### src/rtl/median_filter_3x3_rgb565_pkg.sv
// Purpose: shared constants and RGB565 channel types for the 3x3 median filter.
// Latency: n/a (package only).
// Backpressure: n/a; the filter has none, it streams one pixel per clock.
// Contents: channel field positions, pipeline depth, channel typedefs.
package median_pkg;

   localparam int R_MSB = 15;
   localparam int R_LSB = 11;
   localparam int G_MSB = 10;
   localparam int G_LSB = 5;
   localparam int B_MSB = 4;
   localparam int B_LSB = 0;

   // S1 row sort, S2 column selections, S3 final median.
   localparam int MEDIAN_LATENCY = 3;

   typedef logic [R_MSB-R_LSB:0] r_chan_t;
   typedef logic [G_MSB-G_LSB:0] g_chan_t;
   typedef logic [B_MSB-B_LSB:0] b_chan_t;

   typedef struct packed {
      r_chan_t r;
      g_chan_t g;
      b_chan_t b;
   } rgb565_t;

endpackage

### src/rtl/median_filter_3x3_rgb565_sort3.sv
// Purpose: registered three-input sorter, the building block of the median network.
// Latency: 1 clk from a/b/c to max/mid/min.
// Backpressure: none; advances every clock.
// Ports: clk, rst_n (async active-low), a/b/c [W-1:0] in, max/mid/min [W-1:0] out (reset 0).
module sort3 #(
   parameter int W = 5
) (
   input  logic         clk,
   input  logic         rst_n,
   input  logic [W-1:0] a,
   input  logic [W-1:0] b,
   input  logic [W-1:0] c,
   output logic [W-1:0] max,
   output logic [W-1:0] mid,
   output logic [W-1:0] min
);

   logic [W-1:0] max_nxt, mid_nxt, min_nxt;

   // Ties resolve to an arbitrary equal input, which is the same value.
   always_comb begin
      max_nxt = a;
      mid_nxt = b;
      min_nxt = c;
      if (a >= b) begin
         if (b >= c) begin
            max_nxt = a; mid_nxt = b; min_nxt = c;
         end else if (a >= c) begin
            max_nxt = a; mid_nxt = c; min_nxt = b;
         end else begin
            max_nxt = c; mid_nxt = a; min_nxt = b;
         end
      end else begin
         if (a >= c) begin
            max_nxt = b; mid_nxt = a; min_nxt = c;
         end else if (b >= c) begin
            max_nxt = b; mid_nxt = c; min_nxt = a;
         end else begin
            max_nxt = c; mid_nxt = b; min_nxt = a;
         end
      end
   end

   always_ff @(posedge clk or negedge rst_n) begin
      if (!rst_n) begin
         max <= '0;
         mid <= '0;
         min <= '0;
      end else begin
         max <= max_nxt;
         mid <= mid_nxt;
         min <= min_nxt;
      end
   end

endmodule

### src/rtl/median_filter_3x3_rgb565.sv
// Purpose: per-channel 3x3 median of an RGB565 window, sync signals re-aligned.
// Latency: 3 clk for data and vsync/hsync/clken alike.
// Backpressure: none; datapath shifts every clock, post_frame_clken qualifies data.
// Ports: clk, rst_n, matrix_frame_{vsync,hsync,clken}, matrix_11..matrix_33 (row 1 oldest,
//        column 3 newest) in; post_frame_{vsync,hsync,clken}, post_img_data out.
// Option: MEDIAN_BORDER_PASS_EN passes the raw centre for the first two pixels of a line.
module median_filter_3x3_rgb565
   import median_pkg::*;
#(
   parameter int IMG_HDISP = 640
) (
   input  logic        clk,
   input  logic        rst_n,
   input  logic        matrix_frame_vsync,
   input  logic        matrix_frame_hsync,
   input  logic        matrix_frame_clken,
   input  logic [15:0] matrix_11,
   input  logic [15:0] matrix_12,
   input  logic [15:0] matrix_13,
   input  logic [15:0] matrix_21,
   input  logic [15:0] matrix_22,
   input  logic [15:0] matrix_23,
   input  logic [15:0] matrix_31,
   input  logic [15:0] matrix_32,
   input  logic [15:0] matrix_33,
   output logic        post_frame_vsync,
   output logic        post_frame_hsync,
   output logic        post_frame_clken,
   output logic [15:0] post_img_data
);

   // A 3x3 window needs at least three pixels per line.
   if (IMG_HDISP < 3) begin : g_hdisp_too_small
      $error("IMG_HDISP must be at least 3");
   end

   logic [15:0] tap [9];
   logic [15:0] median_dat;

   assign tap[0] = matrix_11;
   assign tap[1] = matrix_12;
   assign tap[2] = matrix_13;
   assign tap[3] = matrix_21;
   assign tap[4] = matrix_22;
   assign tap[5] = matrix_23;
   assign tap[6] = matrix_31;
   assign tap[7] = matrix_32;
   assign tap[8] = matrix_33;

   for (genvar ch = 0; ch < 3; ch++) begin : g_ch
      localparam int MSB = (ch == 0) ? R_MSB : (ch == 1) ? G_MSB : B_MSB;
      localparam int LSB = (ch == 0) ? R_LSB : (ch == 1) ? G_LSB : B_LSB;
      localparam int W   = MSB - LSB + 1;

      logic [W-1:0] row_max [3];
      logic [W-1:0] row_mid [3];
      logic [W-1:0] row_min [3];
      logic [W-1:0] min_of_maxes, mid_of_mids, max_of_mins, median;
      logic [W-1:0] unused_s2 [6];
      logic [W-1:0] unused_s3 [2];

      // S1: sort each window row.
      for (genvar r = 0; r < 3; r++) begin : g_row
         sort3 #(.W(W)) u_row (
            .clk(clk), .rst_n(rst_n),
            .a(tap[3*r][MSB:LSB]), .b(tap[3*r+1][MSB:LSB]), .c(tap[3*r+2][MSB:LSB]),
            .max(row_max[r]), .mid(row_mid[r]), .min(row_min[r])
         );
      end

      // S2: the median lies between max-of-mins and min-of-maxes, near mid-of-mids.
      sort3 #(.W(W)) u_maxes (
         .clk(clk), .rst_n(rst_n),
         .a(row_max[0]), .b(row_max[1]), .c(row_max[2]),
         .max(unused_s2[0]), .mid(unused_s2[1]), .min(min_of_maxes)
      );
      sort3 #(.W(W)) u_mids (
         .clk(clk), .rst_n(rst_n),
         .a(row_mid[0]), .b(row_mid[1]), .c(row_mid[2]),
         .max(unused_s2[2]), .mid(mid_of_mids), .min(unused_s2[3])
      );
      sort3 #(.W(W)) u_mins (
         .clk(clk), .rst_n(rst_n),
         .a(row_min[0]), .b(row_min[1]), .c(row_min[2]),
         .max(max_of_mins), .mid(unused_s2[4]), .min(unused_s2[5])
      );

      // S3: median of the three candidates.
      sort3 #(.W(W)) u_final (
         .clk(clk), .rst_n(rst_n),
         .a(max_of_mins), .b(mid_of_mids), .c(min_of_maxes),
         .max(unused_s3[0]), .mid(median), .min(unused_s3[1])
      );

      assign median_dat[MSB:LSB] = median;
   end

   logic [MEDIAN_LATENCY-1:0] vsync_sr, hsync_sr, clken_sr;

   always_ff @(posedge clk or negedge rst_n) begin
      if (!rst_n) begin
         vsync_sr <= '0;
         hsync_sr <= '0;
         clken_sr <= '0;
      end else begin
         vsync_sr <= {vsync_sr[MEDIAN_LATENCY-2:0], matrix_frame_vsync};
         hsync_sr <= {hsync_sr[MEDIAN_LATENCY-2:0], matrix_frame_hsync};
         clken_sr <= {clken_sr[MEDIAN_LATENCY-2:0], matrix_frame_clken};
      end
   end

   assign post_frame_vsync = vsync_sr[MEDIAN_LATENCY-1];
   assign post_frame_hsync = hsync_sr[MEDIAN_LATENCY-1];
   assign post_frame_clken = clken_sr[MEDIAN_LATENCY-1];

`ifdef MEDIAN_BORDER_PASS_EN
   localparam int CW = $clog2(IMG_HDISP + 1);
   localparam logic [CW-1:0] COL_MAX = CW'(IMG_HDISP);

   logic [CW-1:0]             col;
   logic [MEDIAN_LATENCY-1:0] border_sr;
   logic [15:0]               centre_d0, centre_d1, centre_d2;

   // col counts valid pixels already seen in this line; the first two lack a full
   // horizontal window, so their raw centre is carried alongside the median.
   always_ff @(posedge clk or negedge rst_n) begin
      if (!rst_n) begin
         col       <= '0;
         border_sr <= '0;
         centre_d0 <= '0;
         centre_d1 <= '0;
         centre_d2 <= '0;
      end else begin
         if (!matrix_frame_hsync)
            col <= '0;
         else if (matrix_frame_clken && col != COL_MAX)
            col <= col + 1'b1;
         border_sr <= {border_sr[MEDIAN_LATENCY-2:0], matrix_frame_clken && (col < CW'(2))};
         centre_d0 <= matrix_22;
         centre_d1 <= centre_d0;
         centre_d2 <= centre_d1;
      end
   end

   assign post_img_data = border_sr[MEDIAN_LATENCY-1] ? centre_d2 : median_dat;
`else
   assign post_img_data = median_dat;
`endif

endmodule

### config.mk
export PLATFORM = sky130hd
export DESIGN_NAME = median_filter_3x3_rgb565
export DESIGN_NICKNAME = d
export VERILOG_FILES = /design/src/rtl/median_filter_3x3_rgb565_pkg.sv /design/src/rtl/median_filter_3x3_rgb565_sort3.sv /design/src/rtl/median_filter_3x3_rgb565.sv
export SDC_FILE = /design/constraint.sdc
export NUM_CORES = 1
export LEC_CHECK = 0
export ABC_CLOCK_PERIOD_IN_PS = 2950
export CAP_MARGIN = 20
export CELL_PAD_IN_SITES_DETAIL_PLACEMENT = 1
export CELL_PAD_IN_SITES_GLOBAL_PLACEMENT = 2
export CORE_MARGIN = 5
export CORE_UTILIZATION = 37
export CTS_CLUSTER_DIAMETER = 120
export DETAILED_ROUTE_END_ITERATION = 6
export GPL_TIMING_DRIVEN = 0
export PLACE_DENSITY_LB_ADDON = 0.1
export SETUP_SLACK_MARGIN = 0.4
export SLEW_MARGIN = 20
export SYNTH_ARGS = -nofsm -noshare
export SYNTH_HDL_FRONTEND = slang
export SYNTH_SLANG_ARGS = --single-unit
### constraint.sdc
create_clock -name clk -period 2.95 [get_ports clk]
set_clock_uncertainty 0.05 [all_clocks]
set_input_delay 0.59 -clock clk [delete_from_list [all_inputs] [get_ports clk]]
set_output_delay 0.59 -clock clk [all_outputs]
set_load 0.05 [all_outputs]
==> flow_metrics.env, run 1 <==
export IMPL_grt_pass1_vias=16045
export IMPL_grt_max_degree=96
export IMPL_die_w_um=226
export IMPL_cts_tree="yes"
export IMPL_die_h_um=226
export IMPL_pre_cts_slack_ps=-607
export IMPL_detail_route_wl_per_cell_um=19.5
export IMPL_p_per_area_mw_per_mm2=798
export IMPL_r2r_setup_slack_ps=500
export IMPL_hold_end="clken_sr[1]"
export IMPL_ys_async_sr_fraction_pct=100
export IMPL_arrival_ps=2900
export IMPL_timing_hold_ws_ps=298
export IMPL_dpl_cell_count=2674
export IMPL_initial_core_util_pct=37.3
export IMPL_fin_crit_ps=2520
export IMPL_instances_no_fill=2744
export IMPL_globalRouteTotalUtil_pct=20.6
export IMPL_crit_type="in2reg"
export IMPL_r2r_end="g_ch[2].u_mids.mid[0]"
export IMPL_drc=0
export IMPL_synth_edf_count=0
export IMPL_gp_congestion=0.857
export IMPL_yosysSeqAreaShare_pct=31.4
export IMPL_area_growth_pct=26.0
export IMPL_pin_count=168
export IMPL_dr_wl_met2_um=26300
export IMPL_maxCapViolCount=0
export IMPL_worstMarginPinSlew_ps=723
export IMPL_required_ps=3330
export IMPL_end_kind="flip-flop"
export IMPL_ant_nets=0
export IMPL_peakVddDrop_mv=0.627
export IMPL_hp_start="clken_sr[0]"
export IMPL_status="finished, final reports clean"
export IMPL_vias=15048
export IMPL_syn_nets=2383
export IMPL_yosysWarnings=0
export IMPL_p_leak_nw=10.5
export IMPL_num_fill_cells=5239
export IMPL_synth_cell_types=51
export IMPL_die_area_sq_mm=0.0511
export IMPL_clk_path_buf_depth=3
export IMPL_cts_htree_levels=1
export IMPL_finalHoldViolCount=0
export IMPL_final_area_sq_mm=0.0218
export IMPL_cts_sinks=217
export IMPL_coreArea_sq_mm=0.0464
export IMPL_finalWirelength_um=53600
export IMPL_met3_length_um=1660
export IMPL_drt_first_pass_iters=5
export IMPL_diodes=0
export IMPL_critPathMaxFanout=5
export IMPL_fmax_mhz=397
export IMPL_numCtsBuffers=28
export IMPL_worstSetupStartpointType="input pin"
export IMPL_placed_cell_area_sq_mm=0.0198
export IMPL_maxSlewViolCount=0
export IMPL_wl_met1_um=25000
export IMPL_insertion_delay_ps=550
export IMPL_final_util_pct=47.0
export IMPL_worstHoldPathType="reg2reg"
export IMPL_cts_root_buffer="clkbuf_16"
export IMPL_dp_hpwl_um=42600
export IMPL_r2r_start="g_ch[2].g_row[0].u_row.mid[0]"
export IMPL_initialDrtViolationCount=728
export IMPL_grt_pass1_wl_um=85900
export IMPL_grt_overflow_total=0
export IMPL_grt_antenna_before_repair=2
export IMPL_synth_seq_cells=217
export IMPL_topRoutingLayerUsed="met5"
export IMPL_max_slew_margin_pct=51.3
export IMPL_ys_flop_type="dfrtp_1"
export IMPL_syn_area_sq_mm=0.0173
export IMPL_period_share_pct=85.3
export IMPL_netlist_instances=1898
export IMPL_viasPerCell=5.48
export IMPL_worst_slack_ps=434
export IMPL_holdPathStages=0
export IMPL_setup_violations=0
export IMPL_nets=2602
export IMPL_drive_above_1_share_pct=12.9
export IMPL_clkTransAtPathRegs_ps=50
export IMPL_worstRegToRegCells=8
export IMPL_rsz0062_at_grt="true"
export IMPL_rows=79
export IMPL_io_buffer_count=167
export IMPL_syn_area_per_cell_sq_um=9.11
-- timing repair --
item	CTS	global route
hold endpoints to repair	34	0
buffers inserted	8	11
hold buffers	1	0
gates resized for setup	101	144
endpoints found under the setup margin	130	171
pin swaps	11	17
-- sequential cells by signal, indices dropped and copies added, names as in the netlist, 16 cells and up --
register,count
g_ch.u_maxes.min,16
g_ch.u_final.mid,16
g_ch.g_row.u_row.mid,48
g_ch.g_row.u_row.min,48
g_ch.u_mins.max,16
g_ch.u_mids.mid,16
g_ch.g_row.u_row.max,48
-- cells by family after synthesis --
group                      count (synthesis)  share of synthesized area [%]
muxes                                     43                           2.59
adders and majority gates                336                           24.3
buffers and inverters                    280                           6.08
DFF                                      217                           31.4
AOI/OAI and AO/OA                        643                           25.0
and+or+nand+nor                          379                           10.6
-- worst max-delay path, cell delays in order --
cell	delay (ps)
clkdlybuf4s50_1	470
inv_1	120
ha_1	310
nand2b_1	150
a211oi_2	270
o21ai_0	190
o211ai_1	190
buf_4	180
o22ai_4	100
a221oi_2	340
-- placed cells by master (no fill, tap or decap), drive strengths merged, types with 29 or more instances in the layout --
cell and count:
clkdlybuf4s50 149, o221a 47, nand3 29, ha 336
dfrtp 217, inv 260, nand2 98, clkbuf 61
mux2i 32, nor3 35, a21o 68, nand2b 58
o21ai 179, nor2 95, a31oi 37, a21oi 133
-- through the flow --
step | power [mW] | setup TNS, ps
4_1_cts | 17.0 | 0
2_1_floorplan | 10.4 | 0
3_3_place_gp | 12.8 | -1707860
3_5_place_dp | 13.2 | -43610
5_1_grt | 18.9 | 0
6_report | 17.4 | 0
-- area by class of cell --
| cell class | instances | area, sq um | area share, % |
|---|---|---|---|
| multi-input combinational | 1401 | 11700 | 53.7 |
| sequential | 217 | 5430 | 24.9 |
| timing repair buffer | 189 | 1910 | 8.75 |
| inverter | 260 | 976 | 4.48 |
| clock buffer | 43 | 858 | 3.94 |
| tap | 607 | 759 | 3.49 |
| buffer | 20 | 92.6 | 0.425 |
| clock inverter | 7 | 62.6 | 0.287 |
-- how the worst max path moves through the flow --
stage	start	end	slack, ps	cells past startpoint
6_report	matrix_31[0]	g_ch[2].g_row[2].u_row.mid[3]	430	10
4_1_cts	matrix_23[2]	g_ch[2].g_row[1].u_row.mid[0]	400	9
3_5_place_dp	matrix_31[0]	g_ch[2].g_row[2].u_row.min[0]	-610	9
5_1_grt	matrix_31[0]	g_ch[2].g_row[2].u_row.mid[3]	360	10
3_3_place_gp	rst_n	g_ch[0].u_final.mid[3]	-7730	1
2_1_floorplan	matrix_22[13]	g_ch[0].g_row[1].u_row.mid[0]	490	9
-- metal layers --
| layer | global-route usage, % | vias to the layer above |
|---|---|---|
| met1 | 28.3 | 7435 |
| met4 | 3.42 | 2 |
| met2 | 35.6 | 183 |
| met5 | 0 | - |
| met3 | 2.37 | 41 |
| li1 | - | 7387 |
-- Yosys cell counts, types with 9 or more instances --
cell	n	area share (%)
a211oi_1	15	0.65
a21o_1	68	3.0
a21oi_1	133	3.9
a221oi_1	26	1.3
a222oi_1	12	0.69
a22oi_1	28	1.2
a31oi_1	37	1.3
clkbuf_1	19	0.41
dfrtp_1	217	31
ha_1	336	24
inv_1	260	5.6
mux2_2	10	0.65
mux2i_1	32	1.9
nand2_1	98	2.1
nand2b_1	58	2.1
nand3_1	29	0.84
nor2_1	95	2.1
nor2b_1	22	0.80
nor3_1	35	1.0
o21a_1	21	0.91
o21ai_0	154	4.5
o21ai_1	21	0.61
o21bai_1	14	0.61
o221a_2	47	3.1
o22a_1	9	0.46
o22ai_1	13	0.47
-- report_power, final --
group          total [mW]  switching, mW  internal, mW  leakage [nW]
combinational        9.44           5.38          4.05          7.54
sequential           4.61          0.713          3.90          2.51
clock                3.34           1.28          2.07         0.456
total                17.4           7.37          10.0          10.5
No activity file was read; power rests on OpenSTA's default activity.
==> run 2, diff against run 1 <==
- ABC_CLOCK_PERIOD_IN_PS: 2950 -> unset
- PLACE_DENSITY: unset -> 0.84
- PLACE_DENSITY_LB_ADDON: 0.1 -> unset
==> run 2 against run 1 <==
  * Core utilization is 0.39 points lower
  * Cell count hardly changed
  * Sequential share of layout area is 0.21 points higher
  * Register-to-register slack hardly changed
  * Sequential power is 0.9% higher
  * Clock power is 1% higher
  * Count of clock-buffer cells in the layout is 5 lower
  * Power hardly changed
  * Largest power group unchanged
  * Highest routed layer unchanged
==> flow_metrics.env, run 2 (synthesis gave the netlist of run 1 again) <==
export IMPL_status="finished, final reports clean"
export IMPL_p_per_area_mw_per_mm2=804
export IMPL_power_frac_seq_pct=26.8
export IMPL_slowest_stage="clkdlybuf4s50_1"
export IMPL_max_slew_margin_pct=54.5
export IMPL_period_share_pct=85.0
export IMPL_io_buffer_count=167
export IMPL_arrival_ps=2900
export IMPL_critPathMaxFanout=8
export IMPL_required_ps=3340
export IMPL_die_h_um=226
export IMPL_cp_slowest_stage_delay_ps=550
export IMPL_grt_overflow_total=0
export IMPL_placed_cell_area_sq_mm=0.0198
export IMPL_detail_route_wl_per_cell_um=19.7
export IMPL_sw_frac_of_total_pct=42.6
export IMPL_p_leak_nw=10.4
export IMPL_fin_crit_ps=2510
export IMPL_grt_max_degree=97
export IMPL_final_util_pct=46.6
export IMPL_ant_nets=0
export IMPL_drive_above_1_share_pct=12.3
export IMPL_p_switching_mw=7.41
export IMPL_cts_tree="yes"
export IMPL_fmax_mhz=399
export IMPL_rows=79
export IMPL_gp_congestion=0.908
export IMPL_worst_slack_ps=443
export IMPL_timing_hold_ws_ps=301
export IMPL_end_kind="flip-flop"
export IMPL_final_common_cell="ha_1"
export IMPL_numCtsBuffers=28
export IMPL_grt_pass1_vias=16330
export IMPL_cp_num_buf_inv=2
export IMPL_drt_first_pass_iters=5
export IMPL_worstSetupStartpointType="input pin"
export IMPL_grt_antenna_before_repair=2
export IMPL_clkTransAtPathRegs_ps=60
export IMPL_cts_root_buffer="clkbuf_16"
export IMPL_power_frac_comb_pct=53.7
export IMPL_cts_sinks=217
export IMPL_maxCapViolCount=0
export IMPL_vias=15360
export IMPL_final_area_sq_mm=0.0216
export IMPL_setup_violations=0
export IMPL_dpl_cell_count=2674
export IMPL_path_cells="clkdlybuf4s50_1, ha_1, a21o_1, a31oi_4, o21ai_4, or2_0, clkbuf_4, mux2_4, o221a_2"
export IMPL_topRoutingLayerUsed="met5"
export IMPL_met3_length_um=1850
export IMPL_worstMarginPinSlew_ps=678
export IMPL_path_delay_family="compound AO/OA/AOI/OAI gates"
export IMPL_grt_pass1_wl_um=85500
export IMPL_finalHoldViolCount=0
export IMPL_finalSetupTns_ps=0
export IMPL_pin_count=168
export IMPL_coreArea_sq_mm=0.0464
export IMPL_pre_cts_slack_ps=-506
export IMPL_dr_wl_met2_um=26700
export IMPL_power_internal_mw=9.97
export IMPL_clk_path_buf_depth=3
export IMPL_worstHoldPathType="reg2reg"
export IMPL_finalWirelength_um=54100
export IMPL_rsz0062_at_grt="true"
export IMPL_cts_htree_levels=1
export IMPL_drc=0
export IMPL_final_cell_mix="ha_1 (335), inv_1 (258), dfrtp_1 (217), clkdlybuf4s50_1 (154), o21ai_0 (133)"
export IMPL_peakVddDrop_mv=0.692
export IMPL_nets=2599
export IMPL_power_share_clock_pct=19.5
export IMPL_die_area_sq_mm=0.0511
export IMPL_instances_no_fill=2743
export IMPL_wl_met1_um=24200
export IMPL_crit_type="in2reg"
export IMPL_maxSlewViolCount=0
export IMPL_initial_core_util_pct=37.3
export IMPL_insertion_delay_ps=560
export IMPL_initialDrtViolationCount=826
export IMPL_p_total_mw=17.4
export IMPL_area_growth_pct=25.0
export IMPL_globalRouteTotalUtil_pct=20.5
export IMPL_reg_top3="g_ch.g_row.u_row.max (48), g_ch.g_row.u_row.mid (48), g_ch.g_row.u_row.min (48)"
export IMPL_dp_hpwl_um=42400
export IMPL_viasPerCell=5.60
export IMPL_die_w_um=226
==> run 2: cell count changes in the layout (fill, tap and decap cells not counted), moves of 4 or more <==
| cell | before | now |
|---|---|---|
| clkdlybuf4s50_1 | 149 | 154 |
| clkbuf_1 | 13 | 9 |
| a31oi_4 | 8 | 3 |
| o21ai_1 | 20 | 12 |
| o21ai_2 | 24 | 28 |
| o21ai_0 | 126 | 133 |
==> run 2: final cells by class <==
| cell class | instances | area, sq um |
|---|---|---|
| clock inverters | 13 | 131 |
| repair buffers | 186 | 1870 |
| diodes | 1 | 2.50 |
| inverters | 260 | 976 |
| fillers | 5277 | 24800 |
| plain buffers | 20 | 95.1 |
| multi-input cells | 1401 | 11500 |
| clock buffers | 38 | 798 |
| well taps | 607 | 759 |
| flip-flops and latches | 217 | 5430 |
==> run 2: worst paths after layout <==
path / to / depth (start not counted) / slack [ps] / from
max reg2reg: g_ch[1].u_maxes.min[0] / 9 / 490 / g_ch[1].g_row[1].u_row.max[0]
max: g_ch[0].g_row[1].u_row.mid[1] / 9 / 440 / matrix_21[12]
min reg2reg: clken_sr[1] / 0 / 300 / clken_sr[0]
min in group asynchronous: g_ch[2].u_final.mid[4] / 2 / 430 / rst_n
min: clken_sr[1] / 0 / 300 / clken_sr[0]
max in group asynchronous: g_ch[1].g_row[1].u_row.max[1] / 3 / 1670 / rst_n
==> run 2: repair_timing <==
item / 4_1_cts / 5_1_grt
pin swaps: 6 / 13
hold buffers: 1 / 0
endpoints found under the setup margin: 107 / 168
buffers inserted: 4 / 12
gates resized for setup: 77 / 135
endpoints found under the hold margin: 26 / 0
==> run 2: metal layers <==
layer	track usage (%)	vias to the layer above
met5	0	-
met4	4.62	2
met3	2.42	83
met2	36.2	260
met1	27.2	7630
li1	-	7385
==> run 2: power by group through the flow <==
| stage | logic, mW | clock network (mW) | registers, mW |
|---|---|---|---|
| floorplan | 5.68 | 0 | 4.72 |
| global placement | 7.98 | 0 | 4.67 |
| detailed placement | 8.43 | 0 | 4.70 |
| CTS | 8.74 | 3.50 | 4.66 |
| global route | 10.4 | 3.64 | 4.74 |
| finish | 9.33 | 3.39 | 4.65 |
==> run 2: worst register-to-register path, stage by stage, from the launching register on <==
cell      delay [ps]
dfrtp_1          370
buf_4            140
ha_1             260
nand2b_1         140
a21o_1           180
a21oi_2          190
o21ai_2          140
or2_2            320
clkbuf_2         210
a311oi_4         340
==> run 3, diff against run 2 <==
- clock period: 2.95 -> 2.6 ns (I/O delays scaled with it)
==> run 3 against run 2 <==
  * Count of clock-buffer cells in the layout is 2 lower
  * Core utilization rose by 6.6 points
  * Sequential cell count is the same
  * Sequential power grew 14%
  * Non-clock buffer count grew 120
  * Clock power rose by 14%
  * Global-route usage increased by 1.7 points
  * Via count rose by 5.5%
  * Register-to-register slack worse by 270 ps
  * Hold slack got worse by 61 ps
  * Highest routed layer is now met4
==> flow_metrics.env, run 3 (synthesis gave the netlist of run 1 again) <==
export IMPL_setup_violations=0
export IMPL_grt_antenna_before_repair=1
export IMPL_critPathMaxFanout=6
export IMPL_arrival_ps=2720
export IMPL_final_common_cell="ha_1"
export IMPL_nets=2720
export IMPL_numCtsBuffers=26
export IMPL_timing_hold_ws_ps=240
export IMPL_coreArea_sq_mm=0.0464
export IMPL_drive_above_1_share_pct=28.7
export IMPL_fin_crit_ps=2380
export IMPL_regArea_sq_mm=0.00544
export IMPL_final_cell_mix="ha_1 (304), inv_1 (213), dfrtp_1 (212), buf_4 (121), o21ai_0 (106)"
export IMPL_initial_core_util_pct=37.3
export IMPL_die_w_um=226
export IMPL_cts_htree_levels=1
export IMPL_num_fill_cells=5040
export IMPL_detail_route_wl_per_cell_um=21.1
export IMPL_reg_top3="g_ch.g_row.u_row.max (48), g_ch.g_row.u_row.mid (48), g_ch.g_row.u_row.min (48)"
export IMPL_p_leak_nw=11.9
export IMPL_worstMarginPinSlew_ps=658
export IMPL_end_kind="flip-flop"
export IMPL_finalSetupTns_ps=0
export IMPL_die_area_sq_mm=0.0511
export IMPL_clk_path_buf_depth=3
export IMPL_die_h_um=226
export IMPL_globalRouteTotalUtil_pct=22.2
export IMPL_ant_nets=0
export IMPL_io_buffer_count=167
export IMPL_insertion_delay_ps=540
export IMPL_cts_tree="yes"
export IMPL_fmax_mhz=420
export IMPL_dp_hpwl_um=43200
export IMPL_grt_max_degree=97
export IMPL_rsz0062_at_grt="true"
export IMPL_gp_congestion=0.899
export IMPL_placed_cell_area_sq_mm=0.0200
export IMPL_required_ps=2940
export IMPL_grt_overflow_total=0
export IMPL_drc=0
export IMPL_maxCapViolCount=0
export IMPL_multiInputGateArea_sq_mm=0.0136
export IMPL_vias=16209
export IMPL_status="finished, final reports clean"
export IMPL_finalWirelength_um=60500
export IMPL_drt_first_pass_iters=6
export IMPL_maxSlewViolCount=0
export IMPL_cts_root_buffer="clkbuf_16"
export IMPL_cts_sinks=217
export IMPL_clkTransAtPathRegs_ps=60
export IMPL_rows=79
export IMPL_worstHoldPathType="in2reg"
export IMPL_period_share_pct=91.6
export IMPL_area_growth_pct=42.7
export IMPL_finalHoldViolCount=0
export IMPL_pin_count=168
export IMPL_crit_type="reg2reg"
export IMPL_p_per_area_mw_per_mm2=954
export IMPL_worstSetupStartpointType="flip-flop"
export IMPL_max_slew_margin_pct=56.3
export IMPL_viasPerCell=5.66
export IMPL_peakVddDrop_mv=1.06
export IMPL_initialDrtViolationCount=834
export IMPL_final_util_pct=53.2
export IMPL_final_area_sq_mm=0.0247
export IMPL_grt_pass1_vias=17348
export IMPL_grt_pass1_wl_um=92200
==> run 3: where the power goes <==
part | total, mW | internal, mW | leakage [nW] | switching (mW)
registers | 5.30 | 4.43 | 2.51 | 0.876
logic | 14.4 | 6.65 | 8.92 | 7.71
clock network | 3.87 | 2.43 | 0.458 | 1.44
total | 23.5 | 13.5 | 11.9 | 10.0
==> run 3: final cells by class <==
type	instances	area share (%)
Antenna cell	1	0.0101
Timing Repair Buffer	306	11.4
Inverter	260	4.06
Clock inverter	12	0.674
Sequential cell	217	22.0
Tap cell	607	3.08
Clock buffer	36	3.08
Buffer	20	0.603
Multi-Input combinational cell	1404	55.0
==> run 3: path summary, 6_finish.rpt <==
| kind | startpoint | to | slack (ps) | depth (start not counted) |
|---|---|---|---|---|
| max | g_ch[1].u_mids.mid[0] | g_ch[1].u_final.mid[2] | 220 | 10 |
| min | matrix_33[1] | g_ch[2].g_row[2].u_row.max[1] | 240 | 3 |
| min reg2reg | hsync_sr[0] | hsync_sr[1] | 300 | 0 |
| max reg2reg | g_ch[1].u_mids.mid[0] | g_ch[1].u_final.mid[2] | 220 | 10 |
| max in group asynchronous | rst_n | g_ch[1].g_row[2].u_row.min[0] | 1310 | 3 |
| min in group asynchronous | rst_n | g_ch[2].u_maxes.min[4] | 390 | 2 |
==> run 3: critical path, stage by stage (launching register included) <==
cell and delay [ps]:
dfrtp_1 420, inv_2 80, ha_4 270, nand2b_4 140, a2111oi_4 70, o31a_1 310
buf_6 140, buf_4 130, nand3_2 70, o21ai_4 90, a222oi_1 460
==> run 3: per-stage QoR <==
stage	setup WS, ps	cells	total power [mW]
after detailed placement	-763	2674	15.1
after global routing	142	2862	25.1
after floorplan	307	1898	11.9
after CTS	310	2811	21.8
after global placement	-8050	2672	14.5
final	217	2863	23.5
==> run 3: what timing repair did <==
| item | 4_1_cts | 5_1_grt |
|---|---|---|
| hold buffers | 1 | 0 |
| gates cloned | 0 | 3 |
| buffers inserted | 88 | 48 |
| hold endpoints to repair | 28 | 0 |
| endpoints found under the setup margin | 223 | 195 |
| resized for setup | 451 | 294 |
| pin swaps | 101 | 116 |
==> run 3: metal layers <==
layer	vias to the layer above	global-route usage, %	wire length [um]
met5	-	0	0
met4	0	6.83	1790
met3	120	2.42	2130
met2	343	39.3	30600
met1	8103	28.5	26100
li1	7643	-	-
